**src/rtl/gpio_bus_arbiter_pkg.sv**
```systemverilog
// gpio_bus_arbiter_pkg: state encodings and constants shared by the gpio bus arbiter
package gpio_bus_arbiter_pkg;
   typedef enum logic [1:0] {
      ARB_IDLE = 2'b00,
      ARB_GNT0 = 2'b01,
      ARB_GNT1 = 2'b10
   } arb_state_t;
   localparam logic [31:0] ARB_TIMEOUT_RDATA = 32'hDEAD_BEEF;
   localparam int ARB_TIMEOUT_DEFAULT = 16;
endpackage

```
**src/rtl/gpio_bus_if.sv**
```systemverilog
// gpio_bus_if: native memory bus (valid/addr/wdata/wstrb -> rdata/ready) between a master and a slave
interface gpio_bus_if #(
   parameter int ADDR_W = 32,
   parameter int DATA_W = 32
);
   logic                  valid;
   logic [ADDR_W-1:0]     addr;
   logic [DATA_W-1:0]     wdata;
   logic [DATA_W/8-1:0]   wstrb;
   logic [DATA_W-1:0]     rdata;
   logic                  ready;
   modport master (output valid, addr, wdata, wstrb, input rdata, ready);
   modport slave  (input valid, addr, wdata, wstrb, output rdata, ready);
endinterface

```
**src/rtl/gpio_bus_rr_pick.sv**
```systemverilog
// gpio_bus_rr_pick: two-way round-robin picker; on a tie the master that was not served last wins
module gpio_bus_rr_pick (
   input  logic [1:0] req,
   input  logic       last,
   output logic [1:0] pick
);
   assign pick = &req ? (last ? 2'b01 : 2'b10) : req;
endmodule

```
**src/rtl/gpio_bus_arbiter.sv**
```systemverilog
// gpio_bus_arbiter: two-master round-robin arbiter in front of the gpio slave; ARB_TIMEOUT_EN adds a slave-ready watchdog
module gpio_bus_arbiter
   import gpio_bus_arbiter_pkg::*;
#(
   parameter int ADDR_W         = 32,
   parameter int DATA_W         = 32,
   parameter int TIMEOUT_CYCLES = ARB_TIMEOUT_DEFAULT
) (
   input  logic       clk,
   input  logic       rst,
   gpio_bus_if.slave  m0,
   gpio_bus_if.slave  m1,
   gpio_bus_if.master s,
   output logic [1:0] grant,
   output logic       err
);
   arb_state_t state, state_nxt;
   logic       last, last_nxt;
   logic       own, sel1, own_valid, tmo;
   logic [1:0] pick;

   gpio_bus_rr_pick u_pick (
      .req  ({m1.valid, m0.valid}),
      .last (last),
      .pick (pick)
   );

   assign own       = state != ARB_IDLE;
   assign sel1      = state == ARB_GNT1;
   assign own_valid = own && (sel1 ? m1.valid : m0.valid);
   assign grant     = state;

   if (TIMEOUT_CYCLES < 1) begin : g_bad_cfg
      $error("TIMEOUT_CYCLES must be at least 1");
   end

`ifdef ARB_TIMEOUT_EN
   localparam int WD_W = $clog2(TIMEOUT_CYCLES + 1);
   logic [WD_W-1:0] wd_cnt;
   assign tmo = own_valid && !s.ready && wd_cnt == WD_W'(TIMEOUT_CYCLES - 1);
   // watchdog counts stalled granted cycles and restarts whenever the grant is idle or the slave answers
   always_ff @(posedge clk) begin
      if (rst || !own || s.ready)
         wd_cnt <= '0;
      else
         wd_cnt <= wd_cnt + 1'b1;
   end
`else
   assign tmo = 1'b0;
`endif

   // arbitration state and round-robin history; last=1 lets m0 win the first tie
   always_ff @(posedge clk) begin
      if (rst) begin
         state <= ARB_IDLE;
         last  <= 1'b1;
      end else begin
         state <= state_nxt;
         last  <= last_nxt;
      end
   end

   // next state, request mux towards the slave and response steering back to the owner only
   always_comb begin
      state_nxt = state;
      last_nxt  = last;
      s.valid   = own_valid && !tmo;
      s.addr    = !own ? ADDR_W'(0) : sel1 ? m1.addr : m0.addr;
      s.wdata   = !own ? DATA_W'(0) : sel1 ? m1.wdata : m0.wdata;
      s.wstrb   = !own ? (DATA_W/8)'(0) : sel1 ? m1.wstrb : m0.wstrb;
      m0.ready  = state == ARB_GNT0 && (s.ready || tmo);
      m1.ready  = sel1 && (s.ready || tmo);
      m0.rdata  = state != ARB_GNT0 ? DATA_W'(0) : tmo ? DATA_W'(ARB_TIMEOUT_RDATA) : s.rdata;
      m1.rdata  = !sel1 ? DATA_W'(0) : tmo ? DATA_W'(ARB_TIMEOUT_RDATA) : s.rdata;
      err       = tmo;
      if (!own)
         state_nxt = pick[0] ? ARB_GNT0 : (pick[1] ? ARB_GNT1 : ARB_IDLE);
      else if (!own_valid)
         state_nxt = ARB_IDLE;
      else if (s.ready || tmo) begin
         state_nxt = ARB_IDLE;
         last_nxt  = sel1;
      end
   end
endmodule

```
**src/flat_wrapper.sv**
```systemverilog
// flat-port wrapper written by rule: the top's interface ports become plain ports
module gpio_bus_arbiter_flat import gpio_bus_arbiter_pkg::*;
#(
   parameter int ADDR_W         = 32,
   parameter int DATA_W         = 32,
   parameter int TIMEOUT_CYCLES = ARB_TIMEOUT_DEFAULT
)
  (clk, rst, grant, err, m0_valid, m0_addr, m0_wdata, m0_wstrb, m0_rdata, m0_ready, m1_valid, m1_addr, m1_wdata, m1_wstrb, m1_rdata, m1_ready, s_valid, s_addr, s_wdata, s_wstrb, s_rdata, s_ready);
  gpio_bus_if #(.ADDR_W(ADDR_W), .DATA_W(DATA_W)) m0_i ();
  gpio_bus_if #(.ADDR_W(ADDR_W), .DATA_W(DATA_W)) m1_i ();
  gpio_bus_if #(.ADDR_W(ADDR_W), .DATA_W(DATA_W)) s_i ();
  input  logic clk;
  input  logic rst;
  output logic [1:0] grant;
  output logic err;
  input wire logic [$bits(m0_i.valid)-1:0] m0_valid;
  input wire logic [$bits(m0_i.addr)-1:0] m0_addr;
  input wire logic [$bits(m0_i.wdata)-1:0] m0_wdata;
  input wire logic [$bits(m0_i.wstrb)-1:0] m0_wstrb;
  output wire logic [$bits(m0_i.rdata)-1:0] m0_rdata;
  output wire logic [$bits(m0_i.ready)-1:0] m0_ready;
  input wire logic [$bits(m1_i.valid)-1:0] m1_valid;
  input wire logic [$bits(m1_i.addr)-1:0] m1_addr;
  input wire logic [$bits(m1_i.wdata)-1:0] m1_wdata;
  input wire logic [$bits(m1_i.wstrb)-1:0] m1_wstrb;
  output wire logic [$bits(m1_i.rdata)-1:0] m1_rdata;
  output wire logic [$bits(m1_i.ready)-1:0] m1_ready;
  output wire logic [$bits(s_i.valid)-1:0] s_valid;
  output wire logic [$bits(s_i.addr)-1:0] s_addr;
  output wire logic [$bits(s_i.wdata)-1:0] s_wdata;
  output wire logic [$bits(s_i.wstrb)-1:0] s_wstrb;
  input wire logic [$bits(s_i.rdata)-1:0] s_rdata;
  input wire logic [$bits(s_i.ready)-1:0] s_ready;
  assign m0_i.valid = m0_valid;
  assign m0_i.addr = m0_addr;
  assign m0_i.wdata = m0_wdata;
  assign m0_i.wstrb = m0_wstrb;
  assign m0_rdata = m0_i.rdata;
  assign m0_ready = m0_i.ready;
  assign m1_i.valid = m1_valid;
  assign m1_i.addr = m1_addr;
  assign m1_i.wdata = m1_wdata;
  assign m1_i.wstrb = m1_wstrb;
  assign m1_rdata = m1_i.rdata;
  assign m1_ready = m1_i.ready;
  assign s_valid = s_i.valid;
  assign s_addr = s_i.addr;
  assign s_wdata = s_i.wdata;
  assign s_wstrb = s_i.wstrb;
  assign s_i.rdata = s_rdata;
  assign s_i.ready = s_ready;
  gpio_bus_arbiter #(.ADDR_W(ADDR_W), .DATA_W(DATA_W), .TIMEOUT_CYCLES(TIMEOUT_CYCLES)) u_core (.clk(clk), .rst(rst), .m0(m0_i), .m1(m1_i), .s(s_i), .grant(grant), .err(err));
endmodule
```
**config.mk**
```make
export PLATFORM = sky130hd
export DESIGN_NAME = gpio_bus_arbiter_flat
export DESIGN_NICKNAME = d
export VERILOG_FILES = /design/src/rtl/gpio_bus_arbiter_pkg.sv /design/src/rtl/gpio_bus_if.sv /design/src/rtl/gpio_bus_rr_pick.sv /design/src/rtl/gpio_bus_arbiter.sv /design/src/flat_wrapper.sv
export SDC_FILE = /design/constraint.sdc
export NUM_CORES = 1
export LEC_CHECK = 0
export CAP_MARGIN = 20
export CELL_PAD_IN_SITES_DETAIL_PLACEMENT = 0
export CELL_PAD_IN_SITES_GLOBAL_PLACEMENT = 1
export CORE_AREA = 2 2 120 122
export CTS_BUF_LIST = sky130_fd_sc_hd__clkbuf_4 sky130_fd_sc_hd__clkbuf_8
export CTS_CLUSTER_DIAMETER = 150
export DETAILED_ROUTE_END_ITERATION = 12
export DIE_AREA = 0 0 122 124
export PLACE_DENSITY = 0.87
export REMOVE_ABC_BUFFERS = 1
export SLEW_MARGIN = 25
export SYNTH_ARGS = -nofsm -noshare
export SYNTH_HDL_FRONTEND = slang
export SYNTH_HIERARCHICAL = 1
export SYNTH_SLANG_ARGS = --single-unit
```
**constraint.sdc**
```tcl
create_clock -name clk -period 2.3 [get_ports clk]
set_input_delay 0.69 -clock clk [delete_from_list [all_inputs] [get_ports clk]]
set_output_delay 0.69 -clock clk [all_outputs]
set_load 0.05 [all_outputs]
```
==> flow_metrics.tcl <==
set metrics [dict create \
    cts-hold-fix-buffers 0 \
    final_max_slew_viol_count 0 \
    timing.final.ws_setup_ns 0.0502 \
    grt_pass1_wl_mm 15.5 \
    min_period_over_period_pct 97.8 \
    hpwl_mm 9.53 \
    die_wd_um 122 \
    worst-setup-path-type "in2out" \
    n_fill_cell 1242 \
    tritoncts "built" \
    minimum_period_implied_by_the_final_worst_setup_slack_ns 2.25 \
    cts_inserted_buffers 3 \
    crit_path_start_kind "input pin" \
    layout_area_growth_over_synthesis_pct 346 \
    post_synth_inst_count 177 \
    maximum_buffer_depth_of_the_clock_tree 2 \
    path_max_fanout 2 \
    postSynthAreaPerCell_um2 7.68 \
    routed_wirelength_normalized_by_instance_count_um 17.2 \
    post_synth_num_cell_types 23 \
    worstSetupEndpointType "output pin" \
    setup_repair_after_global_routing_missed_its_margin "false" \
    wl_mm 11.3 \
    max_clock_freq_ghz 0.444 \
    floorplan.core_area_um2 13700 \
    ys_warn_count 6 \
    cts-htree-levels 1 \
    p_leak_nw 2.41 \
    die_h_um 124 \
    detail-route-antenna-nets 0 \
    finalSetupViolations 0 \
    maximum_number_of_pins_on_one_net_before_global_route_repair 56 \
    netlist.top_cell.by_area "a22o_1" \
    power_density_nw_per_um2 290 \
    gp_congestion 0.732 \
    post-place-ws_ns 0.00757 \
    clock_tree.root_cell "clkbuf_8" \
    viasPerCell 4.08 \
    gr-usage-all-layers_pct 12.9 \
    globalRoute.totalOverflow 0 \
    mappedNetlistArea_um2 1360 \
    worst-endpoint-required_ns 1.61 \
    crit_arrival_ns 1.56 \
    timing.reg2reg.worst_path_depth 3 \
    clkLatencyLatePin_ns 0.22 \
    antenna_found_initial 1 \
    post-synth-top-area-fraction_pct 44.4 \
    num_io_pins 311 \
    fin_worst_hold_slack_ns 0.493 \
    critical_path.reg2reg.startpoint "u_core/grant[0]" \
    holdPathEnd "u_core/grant[1]" \
    clk_slew_on_worst_s_h_paths_ns 0.03 \
    floorplan.initialDensity_pct 9.91 \
    total_power_w 0.00176 \
    wirelength_met1_mm 4.31 \
    layout.cells.most_common_list "clkdlybuf4s50_1, buf_12, a22o_1" \
    number_of_global_route_vias_before_repair 2812 \
    hold_depth 1 \
    hold_wc_path_type "reg2reg" \
    ys_seq_elements 3 \
    hold_violations 0 \
    share_of_post_route_cells_with_drive_strength_above_1_pct 32.7 \
    drt_iter0_drc 31 \
    number_of_port_buffers 309 \
    die_area_um2 15100 \
    routed-wl-met2_mm 5.46 \
    worst-r2r-setup-slack_ns 0.96 \
    drv.max_cap_violation_count 0 \
    placement_rows 43 \
    antenna_cells 0 \
    crit-reg2reg-capture "u_core/last" \
    skew_ns 0.00261 \
    peakVddDrop_v 0.000153 \
    via_count 2681 \
    layout.cells.most_common "clkdlybuf4s50_1" \
    worst_hold_startpoint "u_core/grant[1]" \
    met3WireLength_mm 1.45 \
    status "complete, no violations" \
    post-route-drc-count 0 \
    tritoncts_num_sinks 3 \
    synth_top_cells_by_area "a22o_1, and2_1, buf_6" \
    firstDrtPassIters 4 \
    top_layer "met5" \
    yosysSeqAreaShare_pct 4.42 \
    num-nets-final 651 \
]
-- metal layers --
metal | global-route usage, % | up-vias
li1 | - | 1267
met1 | 15.5 | 1216
met2 | 22.3 | 188
met3 | 5.08 | 8
met4 | 1.65 | 2
met5 | 0 | -
-- through the flow --
stage | cell area (um^2) | TNS (ns) | utilization (%) | cells
final | 6060 | 0 | 44.2 | 657
after detailed placement | 5960 | 0 | 43.4 | 650
after global routing | 6060 | 0 | 44.2 | 657
after floorplan | 1200 | -261.01 | - | 154
after CTS | 6010 | 0 | 43.8 | 654
after global placement | 5960 | 0 | 43.4 | 650
-- cell usage after synthesis --
library cell   n
clkbuf_1       5
buf_2          8
a21boi_0       1
a21oi_1        1
and4b_1        1
and2_1        66
or3b_1         1
buf_4          2
dfxtp_1        3
inv_1          1
a211o_1        1
o22ai_1        1
nor2b_2        1
nand3_1        1
mux2i_1        1
nand3b_1       1
a21boi_1       1
a22o_1        69
conb_1         1
buf_6          8
and2b_1        1
or3b_2         1
or4b_1         1
-- critical path, cell delays in order --
cell	delay, ns
clkdlybuf4s50_1	0.44
a22o_1	0.28
buf_12	0.15
-- cell families (layout without fill, tap and decap cells) --
kind of cell / Yosys count / count (layout) / share of synthesized area (%)
AND/OR/NAND/NOR: 74 / 74 / 35.2
other: 1 / 1 / 0.276
AO/OA/AOI/OAI: 74 / 74 / 47.0
buffers and inverters: 24 / 324 / 12.3
multiplexers: 1 / 1 / 0.736
flip-flops: 3 / 3 / 4.42
-- flip-flops by register name, indices dropped and copies added (netlist names) --
signal and cells:
u_core/grant 2, u_core/last 1
-- worst max path at each step --
stage                          from      endpoint  slack [ns]
global route           m0_wdata[26]   s_wdata[26]        0.02
finish                     m0_valid       s_valid        0.05
detailed placement  u_core/grant[1]  m0_rdata[21]       0.008
floorplan           u_core/grant[0]     s_addr[0]       -2.15
global placement    u_core/grant[1]  m0_rdata[26]        0.03
CTS                 u_core/grant[1]   s_wdata[18]        0.02
-- cell type report --
| type | instances | area (um^2) | share of cell area [%] |
|---|---|---|---|
| flip-flops and latches | 3 | 62.6 | 1.03 |
| well taps | 180 | 225 | 3.71 |
| inverters | 1 | 3.75 | 0.0619 |
| multi-input cells | 150 | 1150 | 18.9 |
| repair buffers | 319 | 4580 | 75.4 |
| clock buffers | 4 | 48.8 | 0.805 |
-- where the power goes --
group          internal, W  switching, W  total [W]  leakage, nW
clock network     0.000130     0.0000381   0.000168       0.0262
registers        0.0000556    0.00000398  0.0000596       0.0254
logic             0.000811      0.000722    0.00153         2.35
-- what timing repair did --
action                                  4_1_cts  5_1_grt
endpoints found under the setup margin       33       66
buffers inserted                              0        2
pin swaps                                     0        0
gates cloned                                  0        1
resized for setup                             1        4
(Power assumes the default switching activity.)
